$ cat config.mk
export PLATFORM = sky130hd
export DESIGN_NAME = marble_launcher_flat
export DESIGN_NICKNAME = d
export VERILOG_FILES = /design/src/rtl/marble_launcher_if.sv /design/src/rtl/marble_launcher.sv /design/src/flat_wrapper.sv
export SDC_FILE = /design/constraint.sdc
export NUM_CORES = 1
export LEC_CHECK = 0
export ABC_CLOCK_PERIOD_IN_PS = 5400
export CORE_MARGIN = 10
export CORE_UTILIZATION = 50
export CTS_CLUSTER_DIAMETER = 150
export DETAILED_ROUTE_END_ITERATION = 8
export GPL_TIMING_DRIVEN = 0
export PLACE_DENSITY = 0.74
export RECOVER_POWER = 100
export REMOVE_ABC_BUFFERS = 1
export SLEW_MARGIN = 20
export SYNTH_ARGS = -nofsm -noshare
export SYNTH_HDL_FRONTEND = slang
export SYNTH_SLANG_ARGS = --single-unit
$ cat constraint.sdc
create_clock -name i_clk -period 5.4 [get_ports i_clk]
set_clock_uncertainty 0.1 [all_clocks]
set_input_delay 1.08 -clock i_clk [delete_from_list [all_inputs] [get_ports i_clk]]
set_output_delay 1.08 -clock i_clk [all_outputs]
set_load 0.03 [all_outputs]
$ cat src/rtl/marble_launcher_if.sv
// Board-side bundle of the marble launcher: start/lever/intercept inputs, release pulses and status.
// The slave modport is the launcher's view; master is the board (or bench) view.
interface marble_launcher_if #(
  parameter int CNT_W = 8
);
  logic             i_start;
  logic             i_lever_left;
  logic             i_lever_right;
  logic             i_intercepted;
  logic             o_left;
  logic             o_right;
  logic             o_busy;
  logic             o_done;
  logic             o_stall;
  logic [CNT_W-1:0] o_blue_left;
  logic [CNT_W-1:0] o_red_left;

  modport master (
    output i_start, i_lever_left, i_lever_right, i_intercepted,
    input  o_left, o_right, o_busy, o_done, o_stall, o_blue_left, o_red_left
  );

  modport slave (
    input  i_start, i_lever_left, i_lever_right, i_intercepted,
    output o_left, o_right, o_busy, o_done, o_stall, o_blue_left, o_red_left
  );
endinterface

$ cat src/rtl/marble_launcher.sv
// Marble launcher sequencer: releases blue/red marbles on lever edges until intercept, empty reservoir or flight timeout.
// Release pulse is visible from the edge that samples the event; no backpressure, events outside accepting states are dropped.
module marble_launcher #(
  parameter int NUM_BLUE     = 8,
  parameter int NUM_RED      = 8,
  parameter int PULSE_CYCLES = 2,
  parameter int TIMEOUT      = 64,
  parameter int CNT_W        = 8
) (
  input  logic             i_clk,
  input  logic             i_rst_n,
  marble_launcher_if.slave bus
);

  localparam int TMR_W = $clog2(TIMEOUT + 1);
  localparam int PLS_W = $clog2(PULSE_CYCLES + 1);
  localparam logic [CNT_W-1:0] BLUE_INIT = CNT_W'(NUM_BLUE);
  localparam logic [CNT_W-1:0] RED_INIT  = CNT_W'(NUM_RED);
  localparam logic [TMR_W-1:0] TMR_LAST  = TMR_W'(TIMEOUT - 1);
  localparam logic [PLS_W-1:0] PLS_LAST  = PLS_W'(PULSE_CYCLES - 1);

  typedef enum logic [2:0] {IDLE, FIRE_L, FIRE_R, FLIGHT, DONE, STALL} state_t;

  state_t           state_q, state_d;
  logic [CNT_W-1:0] blue_q, blue_d;
  logic [CNT_W-1:0] red_q, red_d;
  logic [TMR_W-1:0] timer_q, timer_d;
  logic [PLS_W-1:0] pulse_q, pulse_d;
  logic             start_q, left_q, right_q;
  logic [2:0]       armed_q;
  logic             start_ev, left_ev, right_ev;

  // An input only becomes armed once sampled low, so levels held across reset release stay silent.
  assign start_ev = bus.i_start       & ~start_q & armed_q[0];
  assign left_ev  = bus.i_lever_left  & ~left_q  & armed_q[1];
  assign right_ev = bus.i_lever_right & ~right_q & armed_q[2];

  always_ff @(posedge i_clk or negedge i_rst_n) begin
    if (!i_rst_n) begin
      state_q <= IDLE;
      blue_q  <= BLUE_INIT;
      red_q   <= RED_INIT;
      timer_q <= '0;
      pulse_q <= '0;
      start_q <= 1'b0;
      left_q  <= 1'b0;
      right_q <= 1'b0;
      armed_q <= '0;
    end else begin
      state_q <= state_d;
      blue_q  <= blue_d;
      red_q   <= red_d;
      timer_q <= timer_d;
      pulse_q <= pulse_d;
      start_q <= bus.i_start;
      left_q  <= bus.i_lever_left;
      right_q <= bus.i_lever_right;
      armed_q <= armed_q | ~{bus.i_lever_right, bus.i_lever_left, bus.i_start};
    end
  end

  always_comb begin
    state_d = state_q;
    blue_d  = blue_q;
    red_d   = red_q;
    timer_d = timer_q;
    pulse_d = pulse_q;
    unique case (state_q)
      IDLE, DONE, STALL: begin
        if (start_ev) begin
          red_d   = RED_INIT;
          timer_d = '0;
          pulse_d = '0;
          if (NUM_BLUE > 0) begin
            state_d = FIRE_L;
            blue_d  = BLUE_INIT - CNT_W'(1);
          end else begin
            state_d = DONE;
            blue_d  = BLUE_INIT;
          end
        end
      end
      FIRE_L, FIRE_R: begin
        if (pulse_q == PLS_LAST) begin
          state_d = FLIGHT;
          timer_d = '0;
          pulse_d = '0;
        end else begin
          pulse_d = pulse_q + PLS_W'(1);
        end
      end
      FLIGHT: begin
        timer_d = timer_q + TMR_W'(1);
        // Priority: intercept, then left, then right, then timeout.
        if (bus.i_intercepted) begin
          state_d = DONE;
        end else if (left_ev) begin
          if (blue_q != '0) begin
            state_d = FIRE_L;
            blue_d  = blue_q - CNT_W'(1);
          end else begin
            state_d = DONE;
          end
        end else if (right_ev) begin
          if (red_q != '0) begin
            state_d = FIRE_R;
            red_d   = red_q - CNT_W'(1);
          end else begin
            state_d = DONE;
          end
        end else if (timer_q == TMR_LAST) begin
          state_d = STALL;
        end
      end
      default: state_d = IDLE;
    endcase
  end

  assign bus.o_left      = (state_q == FIRE_L);
  assign bus.o_right     = (state_q == FIRE_R);
  assign bus.o_busy      = (state_q == FIRE_L) || (state_q == FIRE_R) || (state_q == FLIGHT);
  assign bus.o_done      = (state_q == DONE);
  assign bus.o_stall     = (state_q == STALL);
  assign bus.o_blue_left = blue_q;
  assign bus.o_red_left  = red_q;

endmodule

$ cat src/flat_wrapper.sv
// flat-port wrapper written by rule: the top's interface ports become plain ports
module marble_launcher_flat 
#(
  parameter int NUM_BLUE     = 8,
  parameter int NUM_RED      = 8,
  parameter int PULSE_CYCLES = 2,
  parameter int TIMEOUT      = 64,
  parameter int CNT_W        = 8
)
  (i_clk, i_rst_n, bus_i_start, bus_i_lever_left, bus_i_lever_right, bus_i_intercepted, bus_o_left, bus_o_right, bus_o_busy, bus_o_done, bus_o_stall, bus_o_blue_left, bus_o_red_left);
  marble_launcher_if #(.CNT_W(CNT_W)) bus_i ();
  input  logic i_clk;
  input  logic i_rst_n;
  input wire logic [$bits(bus_i.i_start)-1:0] bus_i_start;
  input wire logic [$bits(bus_i.i_lever_left)-1:0] bus_i_lever_left;
  input wire logic [$bits(bus_i.i_lever_right)-1:0] bus_i_lever_right;
  input wire logic [$bits(bus_i.i_intercepted)-1:0] bus_i_intercepted;
  output wire logic [$bits(bus_i.o_left)-1:0] bus_o_left;
  output wire logic [$bits(bus_i.o_right)-1:0] bus_o_right;
  output wire logic [$bits(bus_i.o_busy)-1:0] bus_o_busy;
  output wire logic [$bits(bus_i.o_done)-1:0] bus_o_done;
  output wire logic [$bits(bus_i.o_stall)-1:0] bus_o_stall;
  output wire logic [$bits(bus_i.o_blue_left)-1:0] bus_o_blue_left;
  output wire logic [$bits(bus_i.o_red_left)-1:0] bus_o_red_left;
  assign bus_i.i_start = bus_i_start;
  assign bus_i.i_lever_left = bus_i_lever_left;
  assign bus_i.i_lever_right = bus_i_lever_right;
  assign bus_i.i_intercepted = bus_i_intercepted;
  assign bus_o_left = bus_i.o_left;
  assign bus_o_right = bus_i.o_right;
  assign bus_o_busy = bus_i.o_busy;
  assign bus_o_done = bus_i.o_done;
  assign bus_o_stall = bus_i.o_stall;
  assign bus_o_blue_left = bus_i.o_blue_left;
  assign bus_o_red_left = bus_i.o_red_left;
  marble_launcher #(.NUM_BLUE(NUM_BLUE), .NUM_RED(NUM_RED), .PULSE_CYCLES(PULSE_CYCLES), .TIMEOUT(TIMEOUT), .CNT_W(CNT_W)) u_core (.i_clk(i_clk), .i_rst_n(i_rst_n), .bus(bus_i));
endmodule
==> results.yml <==
yosys:
  postSynthCellCount: 195
  synth_area_leaders: "dfrtp_1 43%, o21ai_0 4.8%, a21oi_1 3.8%"
  synth_area_um2: 1870
  synth_mux_area_share_pct: 0
  synth_top_area_share_pct: 42.9
  synth_top_family_by_area: "simple AND/OR/NAND/NOR gates"
  synth_compound_area_share_pct: 21.5
  synth.avg_cell_area_um2: 9.57
  async_flop_share_pct: 100
  synth_edf_count: 0
  synth_xor_area_share_pct: 1.88
  ys_warn_count: 0
  synth.distinct_cells: 48
  yosys.area_share.simple_pct: 24.9
  synthAdderAreaFrac_pct: 3.35
  ys_ff_latch: 34
  yosysSeqAreaShare_pct: 45.7
  post-synth-top-area-cell: "dfrtp_1"
  yosys_most_used_dff: "dfrtp_1"
detailed_routing:
  vias: 1604
  wl_per_cell_um: 16.1
  dr.first_iter.drc_count: 162
  drcViolationCount: 0
  final_antenna_net_count: 0
  routed_via_density: 5.92
  firstDrtPassIters: 4
  routed_wl_um: 4370
die:
  start_util_pct: 51.3
  num_io_pins: 27
  rows: 22
  core_um2: 3630
  die_h_um: 81.1
  die_w_um: 81.1
  dieArea_um2: 6570
cells_and_area:
  n_fill_cell: 323
  final_core_util_pct: 60.7
  multiInputGateArea_um2: 927
  seq_area_um2: 853
  drive_above_1_share_pct: 5.83
  fin_nets: 234
  n_antenna_cell: 0
  area_growth_pct: 18.3
setup_path:
  r2r_slack_ns: 2.88
  crit_buf_inv: 2
  path_cells: "inv_1 > nor3_1 > dlygate4sd3_1"
  crit_path_top_delay_cell: "dlygate4sd3_1"
  reg2regPathDepth: 5
  crit_start: "u_core.state_q[1]"
  criticalPathCategory: "reg -> out"
  worstSetupEndpointType: "primary output"
  start_kind: "flop"
  reg2reg_from: "u_core.state_q[1]"
  endpoint: "bus_o_right"
  r2r-end: "u_core.bus.o_red_left[6]"
  path_max_fanout: 17
  cp_num_cells: 3
  cp.required_ns: 4.22
  crit_arrival_ns: 2.16
  critPathTopFamily: "buffers and inverters"
  slowest_delay_ns: 0.76
timing:
  setup_viol: 0
  holdWs_ns: 0.374
  slew_headroom_pct: 33.5
  final.setup.tns_ns: 0
  worst_slew_pin_slew_ns: 0.997
  setup_slack_ns: 2.06
  slew_viol_final: 0
  clock.fmax_ghz: 0.299
  period_minus_slack_ns: 3.34
  period_share_pct: 61.9
  rsz0062_at_grt: "false"
  report.final.hold_viol_count: 0
clock_tree:
  htreeDepth: 2
  cts-buffers-inserted: 5
  cts_tree: "done"
  clk_pin_slew_ns: 0.07
  ctsResizeCount: 0
  insertion_delay_ns: 0.29
  cts.sinks: 34
  postCtsHoldBufs: 0
  cts.path.max_buffers: 2
  post_cts_buffers: 0
  cts-root-buf: "clkbuf_8"
placed_design:
  hpwlAfterDp_um: 3210
  gp_congestion: 0.855
  io_buffers: 26
  dp_slack_ns: 2.15
run_status:
  outcome: "finished clean"
power_and_ir_drop:
  power_density_nw_per_um2: 487
  peakVddDrop_mv: 0.239
  p_total_w: 0.00107
  leakagePower_nw: 0.930
job:
  maxCapViolCount: 0
global_route:
  grt.total_usage_pct: 14.2
  grt_pass1_vias: 1599
  grt_max_degree: 20
  grt_pass1_wl_um: 7400
  grt-ovfl-total: 0
  antenna_found_initial: 0
worst_hold_path:
  hold_class: "reg -> reg"
-- layer usage --
layer	track usage, %	share of wire, %	routed length [um]	up-vias
met1	16.8	42	1830	792
li1	-	-	-	772
met2	23.1	50	2170	35
met5	0	0	0	-
met3	5.63	7.5	327	5
met4	4.67	0.96	42	0
-- worst min path at each step --
stage	from	end	slack (ns)	cells past startpoint
after global routing	u_core.armed_q[2]	u_core.armed_q[2]	0.38	1
after global placement	u_core.armed_q[2]	u_core.armed_q[2]	0.35	1
after detailed placement	u_core.armed_q[2]	u_core.armed_q[2]	0.36	1
final	u_core.armed_q[2]	u_core.armed_q[2]	0.37	1
after floorplan	u_core.armed_q[0]	u_core.armed_q[0]	0.34	1
after CTS	u_core.armed_q[2]	u_core.armed_q[2]	0.38	1
-- power by group --
part           internal, W  switching [W]
Clock             0.000101      0.0000866
Combinational     0.000188       0.000313
Sequential        0.000304      0.0000813
Total             0.000593       0.000481
-- worst reg2reg max path, stage by stage, from the launching register on --
cell and delay, ns:
dfrtp_1 0.69, inv_1 0.25, nand3_1 0.28, o211ai_1 0.39
or4_1 0.58, a21oi_1 0.15
-- synthesized netlist by cell type (3+ instances only) --
master and n:
a31oi_1 3, nand2_1 15, ha_1 5, o31ai_1 7, or3_1 9, and3_1 4
inv_1 6, and2_1 4, clkbuf_1 3, o21ai_0 18, nor2_1 17, nand2b_1 5
nand3b_1 3, or4_1 5, buf_2 3, nor3_1 6, a21oi_1 14, dfrtp_1 32
-- sequential cells by signal, indices dropped and copies added, names as in the netlist --
register                cells
u_core.armed_q              3
u_core.bus.o_blue_left      8
u_core.bus.o_red_left       8
u_core.left_q               1
u_core.pulse_q              2
u_core.right_q              1
u_core.start_q              1
u_core.state_q              3
u_core.timer_q              7
-- stage by stage --
step,cells,instance area [um2]
finish,271,2210
global route,271,2210
CTS,271,2270
detailed placement,264,2180
global placement,263,2160
floorplan,189,1840
-- kinds of logic (layout without fill, tap and decap cells) --
family	after synthesis	count (layout)
AOI/OAI and AO/OA	57	57
xor gates and xnor gates	4	4
adders and majority gates	5	5
buffers and inverters	12	40
DFF	34	34
and+or+nand+nor	83	83
-- final cells by class --
type,instances,area share (%)
Tap cell,48,2.72
Timing Repair Buffer,27,11.7
Sequential cell,34,38.7
Clock buffer,7,3.91
Multi-Input combinational cell,149,42.0
Inverter,6,1.02
-- placed cells by master, fill, tap and decap left out, types with 2 or more instances in the layout --
| master | count |
|---|---|
| and2_0 | 3 |
| nand2_1 | 15 |
| nand3b_1 | 3 |
| dfrtp_1 | 32 |
| a311oi_1 | 2 |
| nand3_1 | 2 |
| o2111ai_1 | 3 |
| xor2_1 | 2 |
| dfstp_2 | 2 |
| nand2b_1 | 5 |
| a31oi_1 | 4 |
| or3_1 | 9 |
| clkbuf_1 | 3 |
| xnor2_1 | 2 |
| o21ai_0 | 18 |
| inv_1 | 6 |
| clkbuf_8 | 6 |
| nor4_1 | 2 |
| or4_1 | 5 |
| dlygate4sd3_1 | 24 |
| a21oi_1 | 14 |
| nor2_1 | 17 |
| ha_1 | 5 |
| o31ai_1 | 7 |
| nor3_1 | 5 |
| and3_1 | 5 |
(Power assumes the default switching activity.)
